--- config.mk ---
export PLATFORM = sky130hd
export DESIGN_NAME = lighthouse_array_flat
export DESIGN_NICKNAME = d
export VERILOG_FILES = /design/src/rtl/lighthouse_array_if.sv /design/src/rtl/lighthouse_array.sv /design/src/flat_wrapper.sv
export SDC_FILE = /design/constraint.sdc
export NUM_CORES = 2
export LEC_CHECK = 0
export BUFFER_PORTS_ARGS = -buffer_cell sky130_fd_sc_hd__buf_2
export CAP_MARGIN = 25
export CELL_PAD_IN_SITES_DETAIL_PLACEMENT = 1
export CELL_PAD_IN_SITES_GLOBAL_PLACEMENT = 2
export CORE_ASPECT_RATIO = 1.75
export CORE_UTILIZATION = 46
export DETAILED_ROUTE_END_ITERATION = 16
export PLACE_DENSITY_LB_ADDON = 0.1
export REMOVE_ABC_BUFFERS = 1
export SLEW_MARGIN = 20
export SYNTH_ARGS = -nofsm -noshare
export SYNTH_HDL_FRONTEND = slang
export SYNTH_SLANG_ARGS = --single-unit
--- constraint.sdc ---
create_clock -name clock -period 14.6 [get_ports clock]
set_input_delay 3.65 -clock clock [delete_from_list [all_inputs] [get_ports clock]]
set_output_delay 3.65 -clock clock [all_outputs]
set_load 0.01 [all_outputs]
--- src/rtl/lighthouse_array_if.sv ---
// Avalon-MM slave bus bundle used by the lighthouse sweep decoder register file.
interface lighthouse_array_if #(
    parameter int ADDR_W = 6
);
    logic [ADDR_W-1:0] address;
    logic              write;
    logic [31:0]       writedata;
    logic              read;
    logic [31:0]       readdata;
    logic              waitrequest;

    modport master (output address, write, writedata, read, input readdata, waitrequest);
    modport slave  (input address, write, writedata, read, output readdata, waitrequest);
endinterface

--- src/rtl/lighthouse_array.sv ---
// Multi-channel lighthouse sweep decoder: per-channel pulse classification into
// sync/sweep, sweep offset capture, and an Avalon-MM register file.
module lighthouse_array #(
    parameter int          NUM_SENSORS = 16,
    parameter int          ADDR_W      = 6,
    parameter int          CLK_DIV     = 50,
    parameter int          SYNC_MIN    = 50,
    parameter int          AXIS_THRESH = 90,
    parameter int          MAX_PULSE   = 400,
    parameter int          MAX_SWEEP   = 20000,
    // Timer value after reset; 0 in normal use, nonzero reaches the wrap point early.
    parameter logic [31:0] TIMER_INIT  = 32'h0
) (
    input  logic                   clock,
    input  logic                   reset,
    lighthouse_array_if.slave      avs,
    input  logic [NUM_SENSORS-1:0] sensor_i,
    output logic [NUM_SENSORS-1:0] data_available
);

    localparam int PW = (CLK_DIV > 1) ? $clog2(CLK_DIV) : 1;
    localparam int WW = $clog2(MAX_PULSE + 2);

    typedef enum logic [1:0] {IDLE, HIGH, EVAL, STUCK} state_t;

    logic [PW-1:0]          prescale;
    logic                   tick;
    logic [31:0]            timer;
    logic [NUM_SENSORS-1:0] s1, s2, s3, rise, fall;

    state_t                 state  [NUM_SENSORS];
    logic [31:0]            t_rise [NUM_SENSORS];
    logic [31:0]            t_sync [NUM_SENSORS];
    logic [WW-1:0]          width  [NUM_SENSORS];
    logic [31:0]            word   [NUM_SENSORS];
    logic [31:0]            d      [NUM_SENSORS];
    logic [31:0]            new_word [NUM_SENSORS];
    logic [NUM_SENSORS-1:0] axis, sync_seen;

    logic [NUM_SENSORS-1:0] set_flag, err, enable, en_next, clr;
    logic [5:0]             err_pop;
    logic [32:0]            err_sum;
    logic [31:0]            errors, rd_mux;
    logic                   wr_en, wr_err, rd_flags;

    assign avs.waitrequest = 1'b0;
    assign tick = (prescale == PW'(CLK_DIV - 1));

    always_ff @(posedge clock) begin
        if (reset) begin
            prescale <= '0;
            timer    <= TIMER_INIT;
        end else begin
            prescale <= tick ? '0 : prescale + PW'(1);
            if (tick) timer <= timer + 32'd1;
        end
    end

    always_ff @(posedge clock) begin
        if (reset) begin
            s1 <= '0;
            s2 <= '0;
            s3 <= '0;
        end else begin
            s1 <= sensor_i;
            s2 <= s1;
            s3 <= s2;
        end
    end

    assign rise = s2 & ~s3;
    assign fall = ~s2 & s3;

    // Per-channel evaluation: what the EVAL (and overflow) cycle produces.
    always_comb begin
        // NOTE: every always_comb output gets a default first so no latch is inferred.
        set_flag = '0;
        err      = '0;
        for (int ch = 0; ch < NUM_SENSORS; ch++) begin
            d[ch]        = t_rise[ch] - t_sync[ch];
            new_word[ch] = {axis[ch],
                            (32'(width[ch]) > 32'd2047) ? 11'h7FF : 11'(width[ch]),
                            d[ch][19:0]};
            case (state[ch])
                HIGH: if (width[ch] > WW'(MAX_PULSE)) err[ch] = 1'b1;
                EVAL: begin
                    if (width[ch] > WW'(MAX_PULSE)) begin
                        err[ch] = 1'b1;
                    end else if (width[ch] < WW'(SYNC_MIN) && enable[ch]) begin
                        if (sync_seen[ch] && d[ch] <= 32'(MAX_SWEEP)) set_flag[ch] = 1'b1;
                        else                                            err[ch]      = 1'b1;
                    end
                end
                default: ;
            endcase
        end
    end

    // NOTE: sequential state uses non-blocking assignments only, so every channel sees pre-edge values.
    always_ff @(posedge clock) begin
        if (reset) begin
            // NOTE: the sensor word array is reset because software reads it as 0 before any sweep.
            for (int ch = 0; ch < NUM_SENSORS; ch++) begin
                state[ch]  <= IDLE;
                t_rise[ch] <= '0;
                t_sync[ch] <= '0;
                width[ch]  <= '0;
                word[ch]   <= '0;
            end
            axis      <= '0;
            sync_seen <= '0;
        end else begin
            for (int ch = 0; ch < NUM_SENSORS; ch++) begin
                case (state[ch])
                    IDLE: if (rise[ch]) begin
                        t_rise[ch] <= timer;
                        width[ch]  <= '0;
                        state[ch]  <= HIGH;
                    end
                    HIGH: begin
                        if (tick && width[ch] <= WW'(MAX_PULSE)) width[ch] <= width[ch] + WW'(1);
                        if (width[ch] > WW'(MAX_PULSE)) state[ch] <= fall[ch] ? IDLE : STUCK;
                        else if (fall[ch])              state[ch] <= EVAL;
                    end
                    STUCK: if (fall[ch]) state[ch] <= IDLE;
                    EVAL: begin
                        if (width[ch] <= WW'(MAX_PULSE) && width[ch] >= WW'(SYNC_MIN)) begin
                            t_sync[ch]    <= t_rise[ch];
                            axis[ch]      <= (32'(width[ch]) >= 32'(AXIS_THRESH));
                            sync_seen[ch] <= 1'b1;
                        end
                        if (set_flag[ch]) word[ch] <= new_word[ch];
                        state[ch] <= IDLE;
                    end
                    default: state[ch] <= IDLE;
                endcase
            end
        end
    end

    assign wr_en    = avs.write && (32'(avs.address) == 32'(NUM_SENSORS + 1));
    assign wr_err   = avs.write && (32'(avs.address) == 32'(NUM_SENSORS + 2));
    assign rd_flags = avs.read  && (avs.address == '0);
    assign en_next  = wr_en ? avs.writedata[NUM_SENSORS-1:0] : enable;
    assign clr      = rd_flags ? data_available : '0;

    always_comb begin
        err_pop = '0;
        for (int ch = 0; ch < NUM_SENSORS; ch++) err_pop = err_pop + 6'(err[ch]);
    end

    assign err_sum = {1'b0, errors} + 33'(err_pop);

    always_ff @(posedge clock) begin
        if (reset) begin
            enable         <= '1;
            data_available <= '0;
            errors         <= '0;
        end else begin
            enable         <= en_next;
            // A flag set this cycle survives a simultaneous clearing read.
            data_available <= ((data_available & ~clr) | set_flag) & en_next;
            if (wr_err)          errors <= 32'(err_pop);
            else if (err_sum[32]) errors <= '1;
            else                 errors <= err_sum[31:0];
        end
    end

    always_comb begin
        rd_mux = 32'hDEADBEEF;
        if (avs.address == '0) rd_mux = 32'(data_available);
        for (int ch = 0; ch < NUM_SENSORS; ch++)
            if (32'(avs.address) == 32'(ch + 1)) rd_mux = word[ch];
        if (32'(avs.address) == 32'(NUM_SENSORS + 1)) rd_mux = 32'(enable);
        if (32'(avs.address) == 32'(NUM_SENSORS + 2)) rd_mux = errors;
    end

    always_ff @(posedge clock) begin
        if (reset)         avs.readdata <= '0;
        else if (avs.read) avs.readdata <= rd_mux;
    end

endmodule

--- src/flat_wrapper.sv ---
// flat-port wrapper written by rule: the top's interface ports become plain ports
module lighthouse_array_flat 
#(
    parameter int          NUM_SENSORS = 16,
    parameter int          ADDR_W      = 6,
    parameter int          CLK_DIV     = 50,
    parameter int          SYNC_MIN    = 50,
    parameter int          AXIS_THRESH = 90,
    parameter int          MAX_PULSE   = 400,
    parameter int          MAX_SWEEP   = 20000,
                                                                                      
    parameter logic [31:0] TIMER_INIT  = 32'h0
)
  (clock, reset, sensor_i, data_available, avs_address, avs_write, avs_writedata, avs_read, avs_readdata, avs_waitrequest);
  lighthouse_array_if #(.ADDR_W(ADDR_W)) avs_i ();
  input  logic clock;
  input  logic reset;
  input  logic [NUM_SENSORS-1:0] sensor_i;
  output logic [NUM_SENSORS-1:0] data_available;
  input wire logic [$bits(avs_i.address)-1:0] avs_address;
  input wire logic [$bits(avs_i.write)-1:0] avs_write;
  input wire logic [$bits(avs_i.writedata)-1:0] avs_writedata;
  input wire logic [$bits(avs_i.read)-1:0] avs_read;
  output wire logic [$bits(avs_i.readdata)-1:0] avs_readdata;
  output wire logic [$bits(avs_i.waitrequest)-1:0] avs_waitrequest;
  assign avs_i.address = avs_address;
  assign avs_i.write = avs_write;
  assign avs_i.writedata = avs_writedata;
  assign avs_i.read = avs_read;
  assign avs_readdata = avs_i.readdata;
  assign avs_waitrequest = avs_i.waitrequest;
  lighthouse_array #(.NUM_SENSORS(NUM_SENSORS), .ADDR_W(ADDR_W), .CLK_DIV(CLK_DIV), .SYNC_MIN(SYNC_MIN), .AXIS_THRESH(AXIS_THRESH), .MAX_PULSE(MAX_PULSE), .MAX_SWEEP(MAX_SWEEP), .TIMER_INIT(TIMER_INIT)) u_core (.clock(clock), .reset(reset), .avs(avs_i), .sensor_i(sensor_i), .data_available(data_available));
endmodule
# [Yosys cells after proc, flatten, opt, wreduce, memory -nomap -nowiden]
# Memory sizes are Yosys's and may differ from the RTL's.
# Cells that the tools add are included.
# Widths: inputs -> output; s select.
[word_totals] romBits=0 n_memories=5 ramBits=1680 reg_bits=214 word_cells=1355 latchBits=0
[classes] shifts=0 n_bitwise=168 div=0 n_eq_ne=67 n_reduce_logical=102 muxes=825 n_lt_le_gt_ge=96 addsub=50 multipliers=0
[mem_list] memory="u_core.t_rise" depth=16 width=32 read_ports=16 rd_clocked_by_memory_dff=0 wr=16 line="lighthouse_array.sv:32" text="logic [31:0] t_rise [NUM_SENSORS];"
[mem_list] memory="u_core.t_sync" depth=16 width=32 read_ports=16 rd_clocked_by_memory_dff=0 wr=16 line="lighthouse_array.sv:33" text="logic [31:0] t_sync [NUM_SENSORS];"
[mem_list] memory="u_core.word" depth=16 width=30 read_ports=16 rd_clocked_by_memory_dff=0 wr=16 line="lighthouse_array.sv:35" text="logic [31:0] word [NUM_SENSORS];"
[mem_list] memory="u_core.width" depth=16 width=9 read_ports=16 rd_clocked_by_memory_dff=0 wr=16 line="lighthouse_array.sv:34" text="logic [WW-1:0] width [NUM_SENSORS];"
[mem_list] memory="u_core.state" depth=16 width=2 read_ports=16 rd_clocked_by_memory_dff=0 wr=16 line="lighthouse_array.sv:31" text="state_t state [NUM_SENSORS];"
[ops] cell="$mux 32" n=52
[ops] cell="$mux 1" n=610
[ops] cell="$le 32x15->1 const B" n=16
[ops] cell="$sub 32x32->32" n=16
[ops] cell="$mux 30" n=16
[ops] cell="$mux 9" n=32
[ops] cell="$mux 2" n=96
[ops] cell="$or 1x1->1" n=160
[ops] cell="$add 9x1->9 const B" n=16
[ops] cell="$ge 9x6->1 const B" n=16
[ops] cell="$ge 9x7->1 const B" n=16
[ops] cell="$gt 9x9->1 const B" n=16
[ops] cell="$le 9x9->1 const B" n=16
[ops] cell="$lt 9x6->1 const B" n=16
[ops] cell="$add 6x1->6" n=14
[ops] cell="$logic_and 1x1->1" n=67
[ops] cell="$and 16x16->16" n=4
[ops] cell="$eq 2x2->1 const B" n=32
[ops] cell="$eq 6x4->1 const B" n=8
[ops] cell="$not 16->16" n=3
[ops] cell="$add 32x6->33" n=1
[ops] cell="$add 32x1->32 const B" n=1
[ops] cell="$eq 2x1->1 const B" n=16
[ops] cell="$logic_not 2->1" n=16
[ops] cell="other kinds (14)" n=52

# [Depth between registers and ports, before layout]
# An unclocked memory read counts as a cell.
[depth] word_depth=26 mapped_depth=36 depth_no_buf=36

# [Least setup slack after synthesis]
# No wires, ideal clock.
[synth_timing] path_kind="reg-to-reg" startpoint="memory u_core.t_sync[0][0]" endpoint="register u_core.errors[6]" arrival_time_ps=8589 setup_time_ps=72 period_less_slack_ps=8661 setup_slack_ps=5939 required_ps=14528 path_stages_with_launch=33 cell_sequence="edfxtp_1 > ha_1 > fa_1 > nor2b_1 > o221ai_1 > a211oi_1 > or3_1 > a21boi_0 > o211a_1 > a2111oi_0 > o2111a_1 > a31oi_1 > ha_1 > inv_1 > fa_1 > fa_1 > fa_1 > inv_1 > fa_1 > fa_1 > inv_1 > fa_1 > fa_1 > nor2b_1 > o21ai_0 > a21boi_0 > o21ai_0 > nor3b_1 > nand2_1 > nor2_1 > nand2_1 > clkbuf_1 > a21oi_1"
[synth_rtl] item="start: declaration" line="lighthouse_array.sv:33"
[synth_rtl] item="end signal: assignment" line="lighthouse_array.sv:163" text="if (wr_err) errors <= 32'(err_pop);"
[synth_rtl] item="end signal: assignment" line="lighthouse_array.sv:165" text="else errors <= err_sum[31:0];"
[synth_rtl] item="end: declaration" line="lighthouse_array.sv:43" text="logic [31:0] errors, rd_mux;"

==> results.json <==
{
  "io_buffers": 89,
  "core_area_um2": 238000,
  "io_pins": 107,
  "arrival_ps": 11980,
  "grt_max_degree": 67,
  "routed_wl_um": 411000,
  "fmax_ghz": 0.0892,
  "drv_slew": 0,
  "grt_usage_pct": 33.7,
  "critPathKind": "flip-flop to flip-flop",
  "post-route-period-util_pct": 76.8,
  "cts_setup_buffers": 0,
  "netlist_instances": 10925,
  "async_reset_ff_share_pct": 0,
  "hold_buffers": 0,
  "syn_area_um2": 110000,
  "cts.sinks": 1894,
  "root_buffer": "clkbuf_16",
  "die_h_um": 648,
  "cts_tree": "done",
  "cp_max_fo": 20,
  "nets": 11724,
  "outcome": "finished, final reports clean",
  "clk_latency_ps": 910,
  "drtAntennaViolNets": 0,
  "first_iter_violations": 5414,
  "regArea_um2": 54700,
  "end_kind": "flip-flop",
  "worst_slew_pin_slew_ps": 1120,
  "crit_top_cell": "fa_1",
  "synth.avg_cell_area_um2": 10.1,
  "setup_viol": 0,
  "ys_top_cells_by_area": "edfxtp_1, ha_1, nor2_1",
  "fin_crit_ps": 11210,
  "synth-seq-cells": 1894,
  "synth_edf_count": 1680,
  "synth_warnings": 0,
  "grt_pass1_vias": 91079,
  "die_w_um": 371,
  "leakage_nw": 47.0,
  "post_cts_resized": 0,
  "cts_htree_levels": 4,
  "cts_buffers": 191,
  "fillCellCount": 26183,
  "hp-class": "flip-flop to flip-flop",
  "wl_per_cell_um": 28.7,
  "drc": 0,
  "fin_setup_tns_ps": 0,
  "maxSlewHeadroom_pct": 24.5,
  "critPathLaunchType": "flip-flop",
  "routabilityCongestion": 0.988,
  "synth.distinct_cells": 110,
  "placed_area_um2": 114000,
  "viasPerCell": 6.06,
  "p_per_area_nw_per_um2": 117,
  "grt_pass1_wl_um": 597000,
  "worstPathRequired_ps": 15370,
  "multi_input_area_um2": 50700,
  "cp_slowest_stage_delay_ps": 740,
  "syn_to_final_growth_pct": 10.0,
  "yosys.area.top_type_share_pct": 45.9,
  "initial_core_util_pct": 46.2,
  "max-cap-violations": 0,
  "drive_gt1_share_pct": 6.82,
  "die_area_um2": 241000,
  "overflow": 0,
  "rsz0062_at_grt": "false",
  "clkTransAtPathRegs_ps": 60,
  "peakVddDrop_uv": 113,
  "yosys.area.top_type": "edfxtp_1",
  "antenna_found_initial": 42,
  "fin_area_um2": 121000,
  "synth-seq-area-share_pct": 49.8,
  "rows": 237,
  "num_vias": 86675,
  "dpl.hpwl_um": 313000,
  "finalClockSkew_ps": 67.1,
  "ys.flop_type": "edfxtp_1",
  "clockBufferDepth": 4,
  "drtPass1Iterations": 6,
  "slowest_stage": "o311ai_0",
  "hold_viol_final": 0
}
area by class of cell:
| class | instances | area share [%] |
|---|---|---|
| tap | 3107 | 3.22 |
| inverter | 852 | 2.65 |
| multi-input combinational | 7818 | 41.9 |
| sequential | 1894 | 45.3 |
| antenna | 15 | 0.0311 |
| clock inverter | 103 | 0.900 |
| timing repair buffer | 277 | 1.64 |
| clock buffer | 242 | 4.33 |
cell families (layout without fill, tap and decap cells):
family	after synthesis	count (layout)	synth area share [%]
flip-flops	1894	1894	49.8
other	1	96	0.00341
AO/OA/AOI/OAI	2392	2392	14.7
XOR/XNOR	472	472	3.76
multiplexers	97	97	0.903
AND/OR/NAND/NOR	4144	4144	18.9
adder cells (fa/ha/maj)	632	632	7.38
buffers and inverters	1293	1474	4.51
critical path, delay by kind of cell (launching register included):
family	cells	cell delay, ps
xor gates and xnor gates	1	240
buffers and inverters	4	670
DFF	1	400
AOI/OAI and AO/OA	10	3590
adders and majority gates	9	4140
and+or+nand+nor	7	2030
cells in the mapped netlist (34+ instances only):
library cell and n:
a2111oi_0 37, a211o_1 34, a211oi_1 96, a21boi_0 37
a21o_1 153, a21oi_1 580, a22oi_1 38, a311oi_1 45
a31oi_1 78, and2_1 366, and3_1 129, clkbuf_1 406
dfxtp_1 214, edfxtp_1 1680, ha_1 605, inv_1 850
mux2i_1 80, nand2_1 620, nand2b_1 104, nand3_1 298
nand3b_1 53, nand4_1 133, nor2_1 1377, nor2b_1 352
nor3_1 274, nor3b_1 34, nor4_1 116, nor4b_1 36
o2111ai_1 55, o211ai_1 94, o21a_1 117, o21ai_0 412
o21bai_1 36, o221ai_1 64, o22ai_1 122, o31ai_1 41
or2_2 52, or3_1 87, xnor2_1 259, xor2_1 213
per-stage QoR:
stage / worst slack, ps / util, % / hold slack (ps) / power (mW) / instances
2_1_floorplan: 5720 / - / 414 / 8.12 / 10564
3_3_place_gp: 3220 / 48.0 / 428 / 8.94 / 13932
3_5_place_dp: 3020 / 48.1 / 432 / 9.02 / 13944
4_1_cts: 3010 / 50.8 / 455 / 14.2 / 14289
5_1_grt: 2680 / 50.8 / 463 / 14.6 / 14303
6_report: 3390 / 50.8 / 452 / 14.1 / 14308
path summary, 6_finish.rpt:
| check | start | endpoint | slack [ps] | cells past startpoint |
|---|---|---|---|---|
| max | u_core.t_sync[2][0]$_SDFFCE_PN0P_ | u_core.errors[2]$_SDFF_PP0_ | 3390 | 31 |
| min | u_core.s1[3]$_SDFF_PP0_ | u_core.s2[3]$_SDFF_PP0_ | 450 | 1 |
| max reg2reg | u_core.t_sync[2][0]$_SDFFCE_PN0P_ | u_core.errors[2]$_SDFF_PP0_ | 3390 | 31 |
| min reg2reg | u_core.s1[3]$_SDFF_PP0_ | u_core.s2[3]$_SDFF_PP0_ | 450 | 1 |
metal layers:
metal  wire [um]  GRT usage (%)
met1      144000           35.1
met3       18000           4.14
met4       41400           29.0
met2      207000           59.8
met5          70              0
state kept, by name, summed over array words and instances (netlist names), 32 cells and up:
signal,cells
u_core.t_rise,512
u_core.t_sync,512
u_core.word,480
u_core.width,144
u_core.avs.readdata,32
u_core.errors,32
u_core.state,32
u_core.timer,32
where the power goes:
part | internal (mW) | switching, mW
sequential | 6.22 | 0.210
combinational | 0.873 | 1.64
clock | 2.88 | 2.27
cells in the final DEF (no fill, tap or decap), types with 39 or more instances in the layout:
cell / instances
o21a_1: 117
o21ai_0: 405
buf_4: 173
nand3_1: 298
conb_1: 81
nand3b_1: 53
xnor2_1: 259
o22ai_1: 122
a211oi_1: 96
nor2b_1: 352
or2_2: 52
a21oi_1: 580
clkbuf_16: 195
nor3_1: 274
a31oi_1: 78
mux2i_1: 80
nand2b_1: 104
nor2_1: 1364
or3_1: 87
a21o_1: 153
o221ai_1: 64
nand4_1: 133
o211ai_1: 94
inv_1: 850
dfxtp_1: 214
nand2_1: 609
a311oi_1: 45
edfxtp_1: 1680
and3_1: 129
ha_1: 605
o2111ai_1: 55
buf_2: 91
and2_1: 366
nor4_1: 115
xor2_1: 213
o31ai_1: 39
Note: power is estimated with default switching activity, not from simulation.
